==> src/rtl/spi_frame_pkg.sv <==
// spi_frame_pkg: frame widths, bit-counter limits and FSM states shared by spi_frame_receiver.
package spi_frame_pkg;
    localparam int FRAME_BITS = 16;
    localparam int ADDR_W = 7;
    localparam int DATA_W = 8;
    localparam int CNT_W = 5;
    localparam logic [CNT_W-1:0] CNT_SAT = 5'd17;
    localparam logic [CNT_W-1:0] CNT_FULL = 5'd16;
    localparam logic [CNT_W-1:0] FLUSH_CYC = 5'd3;
    typedef enum logic [1:0] {WAIT_IDLE, IDLE, SHIFT} spi_frame_state_t;
endpackage

==> src/rtl/sync_2ff.sv <==
// sync_2ff: two-flop synchronizer for one asynchronous bit, reset value selectable.
module sync_2ff #(
    parameter logic RST_VAL = 1'b0
) (
    input  logic clk,
    input  logic rst_n,
    input  logic d,
    output logic q
);
    logic meta;
    always_ff @(posedge clk or negedge rst_n)
        if (!rst_n) {q, meta} <= {2{RST_VAL}};
        else        {q, meta} <= {meta, d};
endmodule

==> src/rtl/spi_frame_receiver.sv <==
// spi_frame_receiver: synchronizes SPI pins and deserializes 16-bit MSB-first frames.
// Define SPI_FRAME_ERRCNT_EN to build the saturating malformed-frame counter on err_count.
module spi_frame_receiver
    import spi_frame_pkg::*;
(
    input  logic              clk,
    input  logic              rst_n,
    input  logic              sclk,
    input  logic              copi,
    input  logic              ncs,
    output logic              frame_valid,
    output logic              frame_rw,
    output logic [ADDR_W-1:0] frame_addr,
    output logic [DATA_W-1:0] frame_data,
    output logic              frame_err,
    output logic [7:0]        err_count
);
    logic sclk_s, copi_s, ncs_s, sclk_q, copi_q, ncs_q;
    logic sclk_rise, ncs_rise, ncs_fall;
    spi_frame_state_t state, state_n;
    logic [CNT_W-1:0] cnt, cnt_n;
    logic [FRAME_BITS-1:0] shreg, shreg_n;
    logic valid_n, err_n;

    sync_2ff #(.RST_VAL(1'b0)) u_sclk (.clk(clk), .rst_n(rst_n), .d(sclk), .q(sclk_s));
    sync_2ff #(.RST_VAL(1'b0)) u_copi (.clk(clk), .rst_n(rst_n), .d(copi), .q(copi_s));
    sync_2ff #(.RST_VAL(1'b1)) u_ncs  (.clk(clk), .rst_n(rst_n), .d(ncs),  .q(ncs_s));

    // Edges are registered; copi_q is delayed alongside so it lines up with sclk_rise.
    always_ff @(posedge clk or negedge rst_n)
        if (!rst_n) begin
            {sclk_q, copi_q, ncs_q} <= 3'b001;
            {sclk_rise, ncs_rise, ncs_fall} <= 3'b000;
        end else begin
            {sclk_q, copi_q, ncs_q} <= {sclk_s, copi_s, ncs_s};
            sclk_rise <= sclk_s & ~sclk_q;
            ncs_rise  <= ncs_s & ~ncs_q;
            ncs_fall  <= ~ncs_s & ncs_q;
        end

    always_comb begin
        state_n = state;
        cnt_n   = cnt;
        shreg_n = shreg;
        valid_n = 1'b0;
        err_n   = 1'b0;
        case (state)
            // cnt doubles as a flush timer so ncs_q reflects the pin, not the reset value.
            WAIT_IDLE: begin
                cnt_n = (cnt == FLUSH_CYC) ? cnt : cnt + 5'd1;
                if (cnt == FLUSH_CYC && ncs_q) begin
                    state_n = IDLE;
                    cnt_n   = '0;
                end
            end
            IDLE: if (ncs_fall) begin
                state_n = SHIFT;
                cnt_n   = '0;
                shreg_n = '0;
            end
            SHIFT: if (ncs_rise) begin
                state_n = IDLE;
                valid_n = cnt == CNT_FULL;
                err_n   = cnt != '0 && cnt != CNT_FULL;
            end else if (sclk_rise) begin
                shreg_n = {shreg[FRAME_BITS-2:0], copi_q};
                cnt_n   = (cnt == CNT_SAT) ? cnt : cnt + 5'd1;
            end
            default: state_n = WAIT_IDLE;
        endcase
    end

    always_ff @(posedge clk or negedge rst_n)
        if (!rst_n) begin
            state       <= WAIT_IDLE;
            cnt         <= '0;
            shreg       <= '0;
            frame_valid <= 1'b0;
            frame_err   <= 1'b0;
            {frame_rw, frame_addr, frame_data} <= '0;
        end else begin
            state       <= state_n;
            cnt         <= cnt_n;
            shreg       <= shreg_n;
            frame_valid <= valid_n;
            frame_err   <= err_n;
            if (valid_n) {frame_rw, frame_addr, frame_data} <= shreg;
        end

`ifdef SPI_FRAME_ERRCNT_EN
    always_ff @(posedge clk or negedge rst_n)
        if (!rst_n) err_count <= '0;
        else if (err_n && err_count != 8'hFF) err_count <= err_count + 8'd1;
`else
    assign err_count = '0;
`endif
endmodule
==> config.mk <==
export PLATFORM = sky130hd
export DESIGN_NAME = spi_frame_receiver
export DESIGN_NICKNAME = d
export VERILOG_FILES = /design/src/rtl/spi_frame_pkg.sv /design/src/rtl/sync_2ff.sv /design/src/rtl/spi_frame_receiver.sv
export SDC_FILE = /design/constraint.sdc
export NUM_CORES = 1
export LEC_CHECK = 0
export CAP_MARGIN = 20
export CORE_ASPECT_RATIO = 1.2
export CORE_UTILIZATION = 30
export DETAILED_ROUTE_END_ITERATION = 7
export PLACE_DENSITY = 0.56
export SLEW_MARGIN = 0
export SYNTH_ARGS = -nofsm -noshare
export SYNTH_HDL_FRONTEND = slang
export SYNTH_HIERARCHICAL = 1
export SYNTH_SLANG_ARGS = --single-unit
==> constraint.sdc <==
create_clock -name clk -period 1.6 [get_ports clk]
set_input_delay 0.16 -clock clk [delete_from_list [all_inputs] [get_ports clk]]
set_output_delay 0.16 -clock clk [all_outputs]
set_load 0.1 [all_outputs]
# --- Word-level counts from Yosys, hierarchy flattened ---
# Cells that the tools add are included.
word_totals:
  register_bits: 53
op_classes:
  n_addsub: 1
  n_eq_ne: 13
  n_mux: 19
  n_bitwise: 6
  n_reduce_logical: 9
op_table:
  columns: ["operator", "n"]
  rows:
  - ["$mux W16", 3]
  - ["$pmux W16 S2", 1]
  - ["$mux W5", 6]
  - ["$pmux W5 S3", 1]
  - ["$ne A2 B2 Y1 const B", 6]
  - ["$eq A5 B5 Y1 const B", 2]
  - ["$mux W2", 3]
  - ["$pmux W2 S3", 1]
  - ["$reduce_and A6 Y1", 1]
  - ["$add A5 B1 Y5 const B", 1]
  - ["$eq A5 B2 Y1 const B", 1]
  - ["$ne A5 B5 Y1 const B", 1]
  - ["$reduce_bool A5 Y1", 1]
  - ["$mux W1", 4]
  - ["$reduce_and A4 Y1", 1]
  - ["$and A1 B1 Y1", 3]
  - ["$ne A3 B3 Y1 const B", 1]
  - ["$not A1 Y1", 3]
  - ["$reduce_and A3 Y1", 1]
  - ["$reduce_bool A3 Y1", 1]
  - ["$eq A2 B1 Y1 const B", 1]
  - ["$eq A2 B2 Y1 const B", 1]
  - ["$logic_and A1 B1 Y1", 2]
  - ["$logic_not A2 Y1", 1]
  - ["$reduce_bool A2 Y1", 1]

# --- Depth between registers and ports, before layout ---
# Gate-level depths: netlist of the first run.
depth:
  ltp_word: 5
  ltp_mapped: 8
  depth_no_buf: 6

# --- By module ---
# Netlist of the first run, hierarchy kept.
by_module_without_submodules:
  columns: ["mod", "n_inst", "cells_each", "area_per_inst_um2", "seq_area_each_um2"]
  rows:
  - ["spi_frame_receiver", 1, 187, 2138.3, 1177.4]
  - ["sync_2ff at u_copi ...", 2, 2, 50.0, 50.0]
  - ["sync_2ff at u_ncs", 1, 2, 52.6, 52.6]

# --- Least setup slack after synthesis of the first run ---
# No wires, ideal clock.
synth_timing:
  path_type: "register to register"
  start: "register state[0]"
  end: "register frame_addr[0]"
  setup_ns: 0.125
  arrival_ns: 1.667
  path_slack_ns: -0.192
  path_stages_with_launch: 8
  n_path_buf: 2
  period_less_slack_ns: 1.792
  cell_sequence: "dfrtp_1 -> inv_1 -> ha_1 -> buf_2 -> nand3_1 -> nor2_4 -> buf_4 -> mux2_2"
synth_between:
  elab_chain_len: 2
synth_lines:
  columns: ["element", "line", "source"]
  rows:
  - ["start, declared", "spi_frame_receiver.sv:20", "spi_frame_state_t state, state_n;"]
  - ["start signal, assigned", "spi_frame_receiver.sv:82", "state <= state_n;"]
  - ["$eq A2 B2 Y1", "spi_frame_receiver.sv:47", "case (state)"]
  - ["$mux W1", "spi_frame_receiver.sv:47", null]
  - ["named net valid_n", "spi_frame_receiver.sv:23", "logic valid_n, err_n;"]
  - ["end signal, assigned", "spi_frame_receiver.sv:87", "if (valid_n) {frame_rw, frame_addr, frame_data} <= shreg;"]
  - ["end, declared", "spi_frame_receiver.sv:13", "output logic [ADDR_W-1:0] frame_addr,"]
# The timed path passes the listed nets, and every way through them passes these cells.
# A chain may end at the register's enable or synchronous reset.

# --- Final worst setup path of the first run ---
layout_timing:
  start: "register state[1]"
  end: "register state[1]"
layout_between:
  elab_chain_len: 3
  word_cells_on_any_way: 8
  classes_between: "eq/ne (5); mux (1); reduce/logical (2)"
layout_lines:
  columns: ["element", "line"]
  rows:
  - ["$eq A2 B1 Y1 (tied with other cells)", "spi_frame_receiver.sv:47"]
  - ["$ne A2 B2 Y1 (no line)", null]
  - ["$reduce_and A3 Y1 (no line)", null]
# Several ways; a longest one is shown, not always the timed one.

==> metrics.md, run 1 <==
| Metric | Value |
|---|---|
| Initial antenna violation count | `0` |
| Post-route setup TNS | `-0.157 ns` |
| Cts bufs inserted | `5` |
| Largest cells by area after synthesis | `dfrtp_1, mux2_2, nand2_1` |
| WP data required | `~1.8 ns` |
| Die width | `roughly 80 um` |
| Largest net degree at the start of global routing | `23` |
| Area growth syn-to-layout | `39.9%` |
| Most common cell in the netlist | `dfrtp_1` |
| Final setup violation count | `8` |
| Design area | `between 3000 and 4000 um^2` |
| Core Rows | `34` |
| Buffers on Ports | `22` |
| Warnings, synthesis | `6` |
| Post-synth EDFFs | `0` |
| Leakage | `about 1.4 nW` |
| Dpl cells | `320` |
| Peak supply drop | `between 0.7 and 0.8 mV` |
| Mapped Cells | `193` |
| DR pass1 iterations | `3` |
| Top cell type's share of synthesized area | `a little over half` |
| Final Cycle Share | `102%` |
| Clk Latency, worst-skew pair | `around 0.3 ns` |
| #FFs+latches synth | `53` |
| Mapped Area | `2290 um^2` |
| Worst setup margin | `-0.0375 ns` |
| Dpl cell area | `3010 um^2` |
| CTS tree | `built` |
| Post-DP HPWL | `about 3 mm` |
| Clock tree buffer depth | `2` |
| Final WL | `4.26 mm` |
| First-pass GRT wire length | `roughly 7 mm` |
| Clk slew on worst S/H paths | `~0.10 ns` |
| Via count | `between 1000 and 1500` |
| P per Cell Area | `roughly 1300 nW/um^2` |
| Ys flop type | `dfrtp_1` |
| Synth async-reset ratio | `100%` |
| Routed Antenna Nets | `0` |
| Vias/cell | `about 4.4` |
| Die Y | `around 100 um` |
| Top cells by count, synth | `dfrtp_1, nand2_1, o21ai_0` |
| Maxcap violations | `0` |
| Finished Layout Cells | `338` |
| DR WL/cell | `between 10 and 15 um` |
| Root Driver | `clkbuf_8` |
| Fmax | `about 610 MHz` |
| Fraction of the yosys area taken by sequential cells | `between 50% and 60%` |
| Largest stage delay on the critical path | `just over 0.4 ns` |
| Worst min path class | `input port to register` |
| Worst path arrival time | `1.83 ns` |
| Placer Congestion | `~0.76` |
| DR DRC count | `0` |
| Final count of pins violating max slew | `0` |
| Overflow after GRT | `0` |
| Vias in the first global route | `~1500` |
| Pre-CTS setup slack | `-0.103 ns` |
| Hold Vio Cnt, Final | `0` |
| Die area | `approximately 8000 um^2` |
| Final Net Count | `approximately 260` |
| Crit-path cells | `inv_2 > ha_4 > and2b_2 > buf_4 > a221oi_4 > mux2_4` |
| H-tree depth | `2` |
| Clock sink total | `53` |
| Minimum clock period | `approximately 1.6 ns` |
| Crit end category | `register` |
| Synth area leader | `dfrtp_1` |
| Gr usage total | `between 10% and 20%` |
| Startpoint Class | `register` |
| Diode count | `0` |
| Boundary Pins | `31` |
| Worst setup path class | `register to register` |
| RSZ-0062 raised after global routing | `true` |
| Fin Clk Skew | `roughly 0.012 ns` |
| Mean post-synth cell area | `about 12 um^2` |
| Synth cell types | `37` |
| Failing checks | `setup timing` |
| Core Area | `around 7300 um^2` |
| Starting density of the core | `31.3%` |
| Status | `complete, but fails checks` |
| Slowest CP cell | `dfrtp_2` |
| Crit-path max FO | `3` |
| 1st-iter DRT viols | `27` |
| Layout cell share with drive strength beyond 1 | `just under 40%` |
flip-flops by register name (all words and copies together) (netlist names), 2 cells and up:
register    cells
frame_data      8
cnt             5
shreg          16
frame_addr      7
state           2
final timing paths:
path,start,endpoint,slack (ns),cells past startpoint
setup / recovery,state[1]$_DFFE_PN0P_,state[1]$_DFFE_PN0P_,-0.04,6
hold / removal,ncs,u_ncs/meta$_DFF_PN1_,0.25,1
setup reg to reg,state[1]$_DFFE_PN0P_,state[1]$_DFFE_PN0P_,-0.04,6
hold reg to reg,u_sclk/meta$_DFF_PN0_,u_sclk/q$_DFF_PN0_,0.36,0
max in group asynchronous,rst_n,frame_addr[5]$_DFFE_PN0P_,0.70,3
min in group asynchronous,rst_n,sclk_q$_DFF_PN0_,0.35,2
critical path, delay by kind of cell, from the launching register on:
kind                     cells  cell delay (ns)
AO/OA/AOI/OAI                1             0.21
adder cells (fa/ha/maj)      1             0.15
buffers and inverters        2             0.22
flip-flops                   1             0.41
multiplexers                 1             0.32
AND/OR/NAND/NOR              1             0.22
cell families after synthesis:
family                     count (synthesis)  synth area share (%)
AOI/OAI and AO/OA                         30                  9.39
adders and majority gates                  9                  4.92
buffers and inverters                     21                  5.02
DFF                                       53                  58.1
muxes                                     19                  9.39
other                                      1                 0.164
and+or+nand+nor                           60                  13.1
cells in the final DEF (no fill, tap or decap), types with 6 or more instances in the layout:
cell type	Yosys	final
mux2_4	1	10
nor2b_1	6	6
nand2_1	35	35
dfrtp_1	50	48
o21ai_1	0	6
buf_12	0	21
buf_4	9	26
conb_1	1	8
mux2_2	15	7
o21ai_0	18	12
power by group:
part           total [W]  switching (W)  internal [W]  leakage (nW)
registers        0.00158       0.000118       0.00146         0.703
clock network   0.000736       0.000427      0.000309        0.0374
logic            0.00183       0.000958      0.000872         0.687
total            0.00415        0.00150       0.00264          1.43
layout make-up:
| type | instances | area [um^2] |
|---|---|---|
| Tap cell | 90 | 113 |
| Timing Repair Buffer | 55 | 694 |
| Multi-Input combinational cell | 126 | 955 |
| Inverter | 6 | 22.5 |
| Clock buffer | 6 | 72.6 |
| Clock inverter | 2 | 15.0 |
| Sequential cell | 53 | 1330 |
| Fill cell | 697 | 4110 |
timing repair:
| item | CTS | global route |
|---|---|---|
| endpoints found under the setup margin | 35 | 37 |
| pin swaps | 3 | 2 |
| hold endpoints to repair | 17 | 0 |
| hold buffers | 1 | 0 |
| gates resized for setup | 1 | 13 |
| buffers inserted | 6 | 3 |
through the flow:
stage | utilization, % | power, W | hold WS, ns
finish | 43.8 | 0.00415 | 0.253
CTS | 43.1 | 0.00405 | 0.243
floorplan | - | 0.00266 | -0.136
detailed placement | 41.1 | 0.00320 | 0.160
global placement | 41.1 | 0.00318 | 0.163
global route | 43.8 | 0.00443 | 0.251
routing by layer:
layer / global-route usage, % / wire (um) / vias to the layer above
li1: - / - / 731
met1: 14.9 / 1940 / 742
met2: 18.8 / 2160 / 20
met3: 2.52 / 109 / 4
met4: 2.83 / 47 / 0
met5: 0 / 0 / -
(Power assumes the default switching activity.)
==> inputs of run 2 (changes only) <==
Settings changed: CTS_CLUSTER_SIZE from default to 40.
==> results of run 2 <==
The final DEF is identical to that of run 1; final timing and power are the same.
